`src/rtl/blobby_uart_pkg.sv`:
```
// Shared definitions for the host UART link: frame sync word, word tags,
// frame length and the deframer state encoding (also used by uart_mux).
// Build option: define HOST_FRAME_CHECKSUM_EN to add the trailing checksum word W6.
package blobby_uart_pkg;

  localparam logic [15:0] SYNC_WORD = 16'hB10B;

  localparam logic [3:0] TAG_PL1X  = 4'h1;
  localparam logic [3:0] TAG_PL1Y  = 4'h2;
  localparam logic [3:0] TAG_BALLX = 4'h3;
  localparam logic [3:0] TAG_BALLY = 4'h4;
  localparam logic [3:0] TAG_SCORE = 4'h5;
  localparam logic [3:0] TAG_CSUM  = 4'h6;

  // Words per frame, sync word included.
`ifdef HOST_FRAME_CHECKSUM_EN
  localparam int unsigned FRAME_LEN = 7;
`else
  localparam int unsigned FRAME_LEN = 6;
`endif

  // Tag of the final word of a frame.
  localparam logic [3:0] LAST_TAG = 4'(FRAME_LEN - 1);

  typedef enum logic [1:0] {
    StHunt    = 2'd0,
    StCollect = 2'd1,
    StCommit  = 2'd2
  } frame_state_e;

  function automatic logic [11:0] payload_xor(input logic [11:0] a, input logic [11:0] b,
                                              input logic [11:0] c, input logic [11:0] d,
                                              input logic [11:0] e);
    return a ^ b ^ c ^ d ^ e;
  endfunction

endpackage

```
`src/rtl/link_watchdog.sv`:
```
// Link watchdog: counts cycles since the last kick, saturating at TIMEOUT_CYCLES.
// Ports: clk, rst (async, active-high), kick (clears the count),
//        expired (count at limit, or no kick seen since reset).
module link_watchdog #(
  parameter int unsigned TIMEOUT_CYCLES = 6_500_000
) (
  input  logic clk,
  input  logic rst,
  input  logic kick,
  output logic expired
);

  localparam int unsigned CntW = $clog2(TIMEOUT_CYCLES + 1);
  localparam logic [CntW-1:0] Limit = CntW'(TIMEOUT_CYCLES);

  logic [CntW-1:0] count_q;
  logic            seen_q;   // a kick has arrived since reset

  always_ff @(posedge clk or posedge rst) begin
    if (rst) begin
      count_q <= '0;
      seen_q  <= 1'b0;
    end else if (kick) begin
      count_q <= '0;
      seen_q  <= 1'b1;
    end else if (count_q != Limit) begin
      count_q <= count_q + 1'b1;
    end
  end

  // Link is reported lost from reset until the first good frame.
  assign expired = !seen_q || (count_q == Limit);

endmodule

```
`src/rtl/host_frame_demux.sv`:
```
// Host frame deframer: hunts for SYNC_WORD, collects tagged words W1..W5
// (plus checksum W6 when HOST_FRAME_CHECKSUM_EN is defined) into shadow
// registers and commits them to the outputs atomically in one cycle.
// Ports: clk, rst (async, active-high); data_in/data_valid from the UART;
//        committed positions, scores and host flags; frame_valid/frame_err
//        one-cycle pulses; link_lost level from the watchdog.
module host_frame_demux
  import blobby_uart_pkg::*;
#(
  parameter int unsigned TIMEOUT_CYCLES = 6_500_000
) (
  input  logic        clk,
  input  logic        rst,
  input  logic [15:0] data_in,
  input  logic        data_valid,
  output logic [11:0] pl1_posx,
  output logic [11:0] pl1_posy,
  output logic [11:0] ball_posx,
  output logic [11:0] ball_posy,
  output logic [3:0]  pl1_score,
  output logic [3:0]  pl2_score,
  output logic        flag_point,
  output logic        end_game,
  output logic        host_con_broken,
  output logic        frame_valid,
  output logic        frame_err,
  output logic        link_lost
);

  frame_state_e state_q;
  logic [3:0]   idx_q;
  logic [11:0]  sh_px, sh_py, sh_bx, sh_by;
  logic [11:0]  w5_src;
  logic         last_ok;

  logic [3:0]  tag;
  logic [11:0] payload;
  assign tag     = data_in[15:12];
  assign payload = data_in[11:0];

`ifdef HOST_FRAME_CHECKSUM_EN
  logic [11:0] sh_w5;
  assign w5_src  = sh_w5;
  assign last_ok = (payload == payload_xor(sh_px, sh_py, sh_bx, sh_by, sh_w5));
`else
  // Without a checksum the score word is the last word and commits straight from the bus.
  assign w5_src  = payload;
  assign last_ok = 1'b1;
`endif

  always_ff @(posedge clk or posedge rst) begin
    if (rst) begin
      state_q         <= StHunt;
      idx_q           <= 4'd0;
      sh_px           <= '0;
      sh_py           <= '0;
      sh_bx           <= '0;
      sh_by           <= '0;
`ifdef HOST_FRAME_CHECKSUM_EN
      sh_w5           <= '0;
`endif
      pl1_posx        <= '0;
      pl1_posy        <= '0;
      ball_posx       <= '0;
      ball_posy       <= '0;
      pl1_score       <= '0;
      pl2_score       <= '0;
      flag_point      <= 1'b0;
      end_game        <= 1'b0;
      host_con_broken <= 1'b0;
      frame_valid     <= 1'b0;
      frame_err       <= 1'b0;
    end else begin
      frame_valid <= 1'b0;
      frame_err   <= 1'b0;
      unique case (state_q)
        // The commit cycle also hunts, so a sync word right after a frame is not lost.
        StHunt, StCommit: begin
          state_q <= StHunt;
          idx_q   <= 4'd0;
          if (data_valid && data_in == SYNC_WORD) begin
            state_q <= StCollect;
            idx_q   <= TAG_PL1X;
          end
        end
        StCollect: begin
          if (data_valid) begin
            if (tag == idx_q) begin
              if (idx_q == LAST_TAG) begin
                idx_q <= 4'd0;
                if (last_ok) begin
                  state_q         <= StCommit;
                  frame_valid     <= 1'b1;
                  pl1_posx        <= sh_px;
                  pl1_posy        <= sh_py;
                  ball_posx       <= sh_bx;
                  ball_posy       <= sh_by;
                  pl1_score       <= w5_src[11:8];
                  pl2_score       <= w5_src[7:4];
                  flag_point      <= w5_src[3];
                  end_game        <= w5_src[2];
                  host_con_broken <= w5_src[1];
                end else begin
                  state_q   <= StHunt;
                  frame_err <= 1'b1;
                end
              end else begin
                idx_q <= idx_q + 4'd1;
                case (idx_q)
                  TAG_PL1X:  sh_px <= payload;
                  TAG_PL1Y:  sh_py <= payload;
                  TAG_BALLX: sh_bx <= payload;
                  TAG_BALLY: sh_by <= payload;
`ifdef HOST_FRAME_CHECKSUM_EN
                  TAG_SCORE: sh_w5 <= payload;
`endif
                  default: ;
                endcase
              end
            end else begin
              // Out-of-sequence word: drop the partial frame; a sync word restarts it.
              frame_err <= 1'b1;
              sh_px     <= '0;
              sh_py     <= '0;
              sh_bx     <= '0;
              sh_by     <= '0;
`ifdef HOST_FRAME_CHECKSUM_EN
              sh_w5     <= '0;
`endif
              if (data_in == SYNC_WORD) begin
                idx_q <= TAG_PL1X;
              end else begin
                state_q <= StHunt;
                idx_q   <= 4'd0;
              end
            end
          end
        end
        default: begin
          state_q <= StHunt;
          idx_q   <= 4'd0;
        end
      endcase
    end
  end

  link_watchdog #(
    .TIMEOUT_CYCLES(TIMEOUT_CYCLES)
  ) u_link_watchdog (
    .clk     (clk),
    .rst     (rst),
    .kick    (frame_valid),
    .expired (link_lost)
  );

endmodule

```
`config.mk`:
```
export PLATFORM = sky130hd
export DESIGN_NAME = host_frame_demux
export DESIGN_NICKNAME = d
export VERILOG_FILES = /design/src/rtl/blobby_uart_pkg.sv /design/src/rtl/link_watchdog.sv /design/src/rtl/host_frame_demux.sv
export SDC_FILE = /design/constraint.sdc
export NUM_CORES = 1
export LEC_CHECK = 0
export CORE_UTILIZATION = 55
export CTS_CLUSTER_SIZE = 14
export DETAILED_ROUTE_END_ITERATION = 8
export GPL_ROUTABILITY_DRIVEN = 0
export GPL_TIMING_DRIVEN = 1
export PLACE_DENSITY_LB_ADDON = 0.15
export REMOVE_ABC_BUFFERS = 1
export SYNTH_ARGS = -nofsm -noshare
export SYNTH_HDL_FRONTEND = slang
export SYNTH_SLANG_ARGS = --single-unit
export TNS_END_PERCENT = 1
```
`constraint.sdc`:
```
create_clock -name clk -period 6.6 [get_ports clk]
set_clock_uncertainty 0.05 [all_clocks]
set_input_delay 1.32 -clock clk [delete_from_list [all_inputs] [get_ports clk]]
set_output_delay 1.32 -clock clk [all_outputs]
set_load 0.05 [all_outputs]
```
Yosys cells after proc, flatten, opt, wreduce, memory -nomap -nowiden
Index checks and enable logic that the tools add are counted.
{"block": "totals", "register_bits": 139, "inputBits": 19, "output_inout_bits": 62, "elab_cells": 85}
{"block": "op_classes", "add_sub_neg": 2, "eq_ne": 19, "mux": 33, "reduce_logical": 12}
{"operator": "$mux W12", "n": 12}
{"operator": "$mux W23", "n": 2}
{"operator": "$add A23 B1 Y23 const B", "n": 1}
{"operator": "$eq A23 B23 Y1 const B", "n": 1}
{"operator": "$ne A23 B23 Y1 const B", "n": 1}
{"operator": "$reduce_and A4 Y1", "n": 5}
{"operator": "$eq A16 B16 Y1 const B", "n": 1}
{"operator": "$mux W4", "n": 3}
{"operator": "$mux W1", "n": 10}
{"operator": "$eq A4 B2 Y1 const B", "n": 2}
{"operator": "$eq A4 B3 Y1 const B", "n": 2}
{"operator": "$mux W2", "n": 4}
{"operator": "$ne A2 B1 Y1 const B", "n": 4}
{"operator": "$pmux W4 S2", "n": 1}
{"operator": "$ne A3 B3 Y1 const B", "n": 2}
{"operator": "$add A4 B1 Y4 const B", "n": 1}
{"operator": "$eq A4 B1 Y1 const B", "n": 1}
{"operator": "$eq A4 B4 Y1", "n": 1}
{"operator": "$ne A2 B2 Y1 const B", "n": 2}
{"operator": "$pmux W2 S2", "n": 1}
{"operator": "$reduce_and A3 Y1", "n": 1}
{"operator": "$eq A2 B1 Y1 const B", "n": 1}
{"operator": "$eq A2 B2 Y1 const B", "n": 1}
{"operator": "$logic_not A2 Y1", "n": 1}
{"operator": "other kinds (5)", "n": 5}

Depth between registers and ports, before layout
{"block": "depth", "word_depth": 5, "depth_mapped": 7, "mapped_depth_nobuf": 6}

By module
Synthesis repeated with hierarchy kept, for this count alone.
{"block": "unflattened", "hier_cells": 441, "area_unflattened_um2": 5994.5}
{"module": "host_frame_demux", "n_inst": 1, "cells_each": 307, "area_per_inst_um2": 4679.5, "seq_area_each_um2": 2877.8}
{"module": "link_watchdog", "n_inst": 1, "cells_each": 134, "area_per_inst_um2": 1315.0, "seq_area_each_um2": 600.6}

Least setup slack after synthesis
Ideal clock, no wire load.
{"block": "synth_timing", "kind": "reg-to-output", "start": "register u_link_watchdog.count_q[0]", "end": "output link_lost", "t_arrival_ns": 2.035, "required_time_ns": 5.230, "path_slack_ns": 3.195, "stages_incl_launch_ff": 6, "path_buffers": 0, "cell_sequence": "dfrtp_1 -> inv_1 -> ha_1 -> and4b_1 -> nand3_1 -> o21ai_0"}
{"block": "synth_via", "elab_chain_cells": 2}
{"item": "start: declaration", "line": "link_watchdog.sv:16", "text": "logic [CntW-1:0] count_q;"}
{"item": "start signal: assignment", "line": "link_watchdog.sv:27", "text": "count_q <= count_q + 1'b1;"}
{"item": "$eq A23 B23 Y1", "line": "link_watchdog.sv:32", "text": "assign expired = !seen_q || (count_q == Limit);"}
{"item": "$logic_or A1 B1 Y1", "line": "link_watchdog.sv:32"}
{"item": "end: declaration", "line": "host_frame_demux.sv:27", "text": "output logic link_lost"}
Every way passes these cells.

Worst setup path in the final report
{"block": "layout_timing", "start": "register u_link_watchdog.count_q[12]", "end": "output link_lost"}
The elaborated chain is that of the path after synthesis.

==> results.json <==
{
  "critPathLaunchType": "flip-flop",
  "clockRootBuffer": "clkbuf_8",
  "coreArea_um2": 10840,
  "ys_top_cells_by_area": "dfrtp_1 (57%), mux2_4 (14%), mux2_2 (7.2%)",
  "hold-path-endpoint": "u_link_watchdog.seen_q$_DFFE_PP0P_",
  "synth_seq_area_share": 0.5691,
  "grtUsageTotal": 0.2502,
  "route.detailed.drc": 0,
  "dr.max_layer_used": "met4",
  "grt_max_degree": 103,
  "diodes": 0,
  "ys.flop_type": "dfrtp_1",
  "cts_tree": "yes",
  "peakVddDrop_uv": 176.6,
  "switchingPower_w": 0.0003850,
  "fmax_ghz": 0.2371,
  "ctsHoldBuffers": 0,
  "htreeDepth": 4,
  "endpoint_kind": "output pin",
  "synthArstFlopShare": 1.000,
  "clk_pin_slew_ns": 0.06,
  "critPathMaxStageDelay_ns": 0.82,
  "p_clk_frac": 0.540,
  "holdWs_ns": 0.4199,
  "synth_commonest_cells": "dfrtp_1 (139), mux2_4 (58), mux2_2 (39), nor2_1 (16)",
  "synth.distinct_cells": 45,
  "critPathLaunch": "u_link_watchdog.count_q[12]$_DFFE_PP0P_",
  "pin_count": 81,
  "slowest_stage": "clkdlybuf4s50_1",
  "fin_crit_ns": 4.217,
  "crit_type": "reg2out",
  "crit_required_ns": 5.23,
  "cts_resized": 0,
  "start_util": 0.5638,
  "drive_gt1_frac": 0.2734,
  "place_hpwl_um": 8088,
  "fill_cells": 732,
  "max_slew_margin": 0.2192,
  "finalCritPeriodShare": 0.6389,
  "p_leak_nw": 3.670,
  "drt_first_iter_violations": 196,
  "maxCapViolations": 0,
  "synth.most_common_cell": "dfrtp_1",
  "crit_chain": "nor4b_1 -> nand3_1 -> o21ai_0 -> clkdlybuf4s50_1",
  "detail_route.wl_per_cell_um": 19.34,
  "r2r_end": "sh_px[4]$_DFFE_PP0P_",
  "hold_class": "reg2reg",
  "nNetsFinal": 542,
  "synth_edf_count": 0,
  "cellPowerDensity_nw_per_um2": 255.9,
  "yosysWarnings": 0,
  "min_from": "u_link_watchdog.seen_q$_DFFE_PP0P_",
  "grt_pass1_wl_um": 21580,
  "synth_top_area_cell": "dfrtp_1",
  "netlist.area_leader.share": 0.5691,
  "wl_met3_um": 642,
  "dr.pass1.iters": 5,
  "hold_viol": 0,
  "p_seq_frac": 0.438,
  "rrSetupSlack_ns": 3.97,
  "io_buffer_count": 80,
  "rsz0062_at_grt": "false",
  "grt_overflow": 0,
  "grt_pass1_vias": 4124,
  "min_delay_path_depth": 1,
  "path_max_fanout": 6,
  "die_y_um": 107.4,
  "p_comb_frac": 0.022,
  "syn_avg_cell_area_um2": 13.86,
  "synth_area_um2": 6112,
  "cts_made_buffers": 17,
  "r2r-start": "idx_q[0]$_DFFE_PP0P_",
  "die_area_um2": 11540,
  "ant_nets": 0,
  "viasPerCell": 5.763,
  "worst_pin_slew_ns": 1.171,
  "clock_latency_ns": 0.52,
  "setup_tns_ns": 0,
  "die_w_um": 107.4,
  "wl_um": 13040,
  "wl_met1_um": 5620,
  "finalSetupViolCount": 0,
  "swShare": 0.1965,
  "internal_power_w": 0.001574,
  "ff2ff_path_depth": 4,
  "outcome": "completed",
  "vias": 3884,
  "cts_setup_buffers": 0,
  "clock_path_buffers": 2,
  "synth-seq-cells": 139,
  "fp-row-count": 38,
  "route.met2.wl_um": 6561,
  "syn_to_final_growth_pct": 25.24,
  "antenna_found_initial": 0,
  "cts.sinks": 139,
  "slew_violations": 0,
  "crit_arrival_ns": 2.85,
  "synthCells": 441
}
==> critical path: cells and delay by family, from the launching register on <==
| family | cells | cell delay (ns) |
|---|---|---|
| AOI/OAI and AO/OA | 1 | 0.23 |
| buffers and inverters | 1 | 0.82 |
| DFF | 1 | 0.46 |
| and+or+nand+nor | 2 | 0.82 |
==> power by group through the flow <==
stage	logic [W]	clock network [W]	registers [W]
after floorplan	0.0000214	0	0.000872
after global placement	0.0000441	0	0.000873
after detailed placement	0.0000446	0	0.000873
after CTS	0.0000449	0.00107	0.000858
after global routing	0.0000493	0.00111	0.000858
final	0.0000435	0.00106	0.000858
==> registers in the layout, summed over array words and instances, names as in the netlist, 2 cells and up <==
| signal | flops |
|---|---|
| u_link_watchdog.count_q | 23 |
| pl1_posy | 12 |
| sh_bx | 12 |
| idx_q | 4 |
| ball_posy | 12 |
| sh_px | 12 |
| pl2_score | 4 |
| sh_by | 12 |
| pl1_posx | 12 |
| pl1_score | 4 |
| sh_py | 12 |
| ball_posx | 12 |
| state_q | 2 |
==> area by class of cell <==
class,count,area [µm²],share of cell area
clock inverters,10,183.9,0.02403
clock buffers,22,483.0,0.06309
inverters,9,38.79,0.005067
repair buffers,83,823.3,0.1076
flip-flops and latches,139,3478,0.4544
multi-input cells,271,2472,0.3230
well taps,140,175.2,0.02288
==> cells by family (layout without fill, tap and decap cells) <==
group / Yosys count / in the layout / share of synthesized area
AO/OA/AOI/OAI: 45 / 45 / 0.04975
XOR/XNOR: 15 / 15 / 0.02395
adder cells (fa/ha/maj): 2 / 2 / 0.004094
buffers and inverters: 31 / 124 / 0.02927
flip-flops: 139 / 139 / 0.5691
multiplexers: 97 / 97 / 0.2143
AND/OR/NAND/NOR: 112 / 112 / 0.1095
==> cells in the final DEF (no fill, tap or decap), types with 11 or more instances in the layout <==
| cell | count |
|---|---|
| nand2_1 | 11 |
| nor2_1 | 16 |
| mux2_2 | 39 |
| clkdlybuf4s50_1 | 80 |
| nand3_1 | 13 |
| mux2_4 | 58 |
| and2_1 | 12 |
| clkbuf_16 | 16 |
| a22o_1 | 12 |
| a21oi_1 | 11 |
| dfrtp_1 | 139 |
==> worst max path at each step <==
stage / to / cells past startpoint
6_report: link_lost / 4
5_1_grt: link_lost / 4
4_1_cts: link_lost / 4
3_5_place_dp: sh_px[10]$_DFFE_PP0P_ / 5
3_3_place_gp: sh_px[9]$_DFFE_PP0P_ / 5
2_1_floorplan: ball_posx[0]$_DFFE_PP0P_ / 1
==> per-stage QoR <==
| stage | std cells | worst slack (ns) | cell area (µm²) | power [W] | utilization |
|---|---|---|---|---|---|
| 2_1_floorplan | 419 | 1.505 | 5967 | 0.0008939 | - |
| 3_3_place_gp | 642 | 2.748 | 6988 | 0.0009170 | 0.6446 |
| 3_5_place_dp | 642 | 2.719 | 6988 | 0.0009177 | 0.6446 |
| 4_1_cts | 674 | 2.408 | 7655 | 0.001974 | 0.7061 |
| 5_1_grt | 674 | 2.246 | 7655 | 0.002019 | 0.7061 |
| 6_report | 674 | 2.383 | 7655 | 0.001959 | 0.7061 |
==> routing by layer <==
layer	track usage	vias up
li1	-	1755
met1	0.3193	1992
met2	0.4078	117
met3	0.07809	20
met4	0.08023	0
met5	0	-
Note: power is estimated with default switching activity, not from simulation.
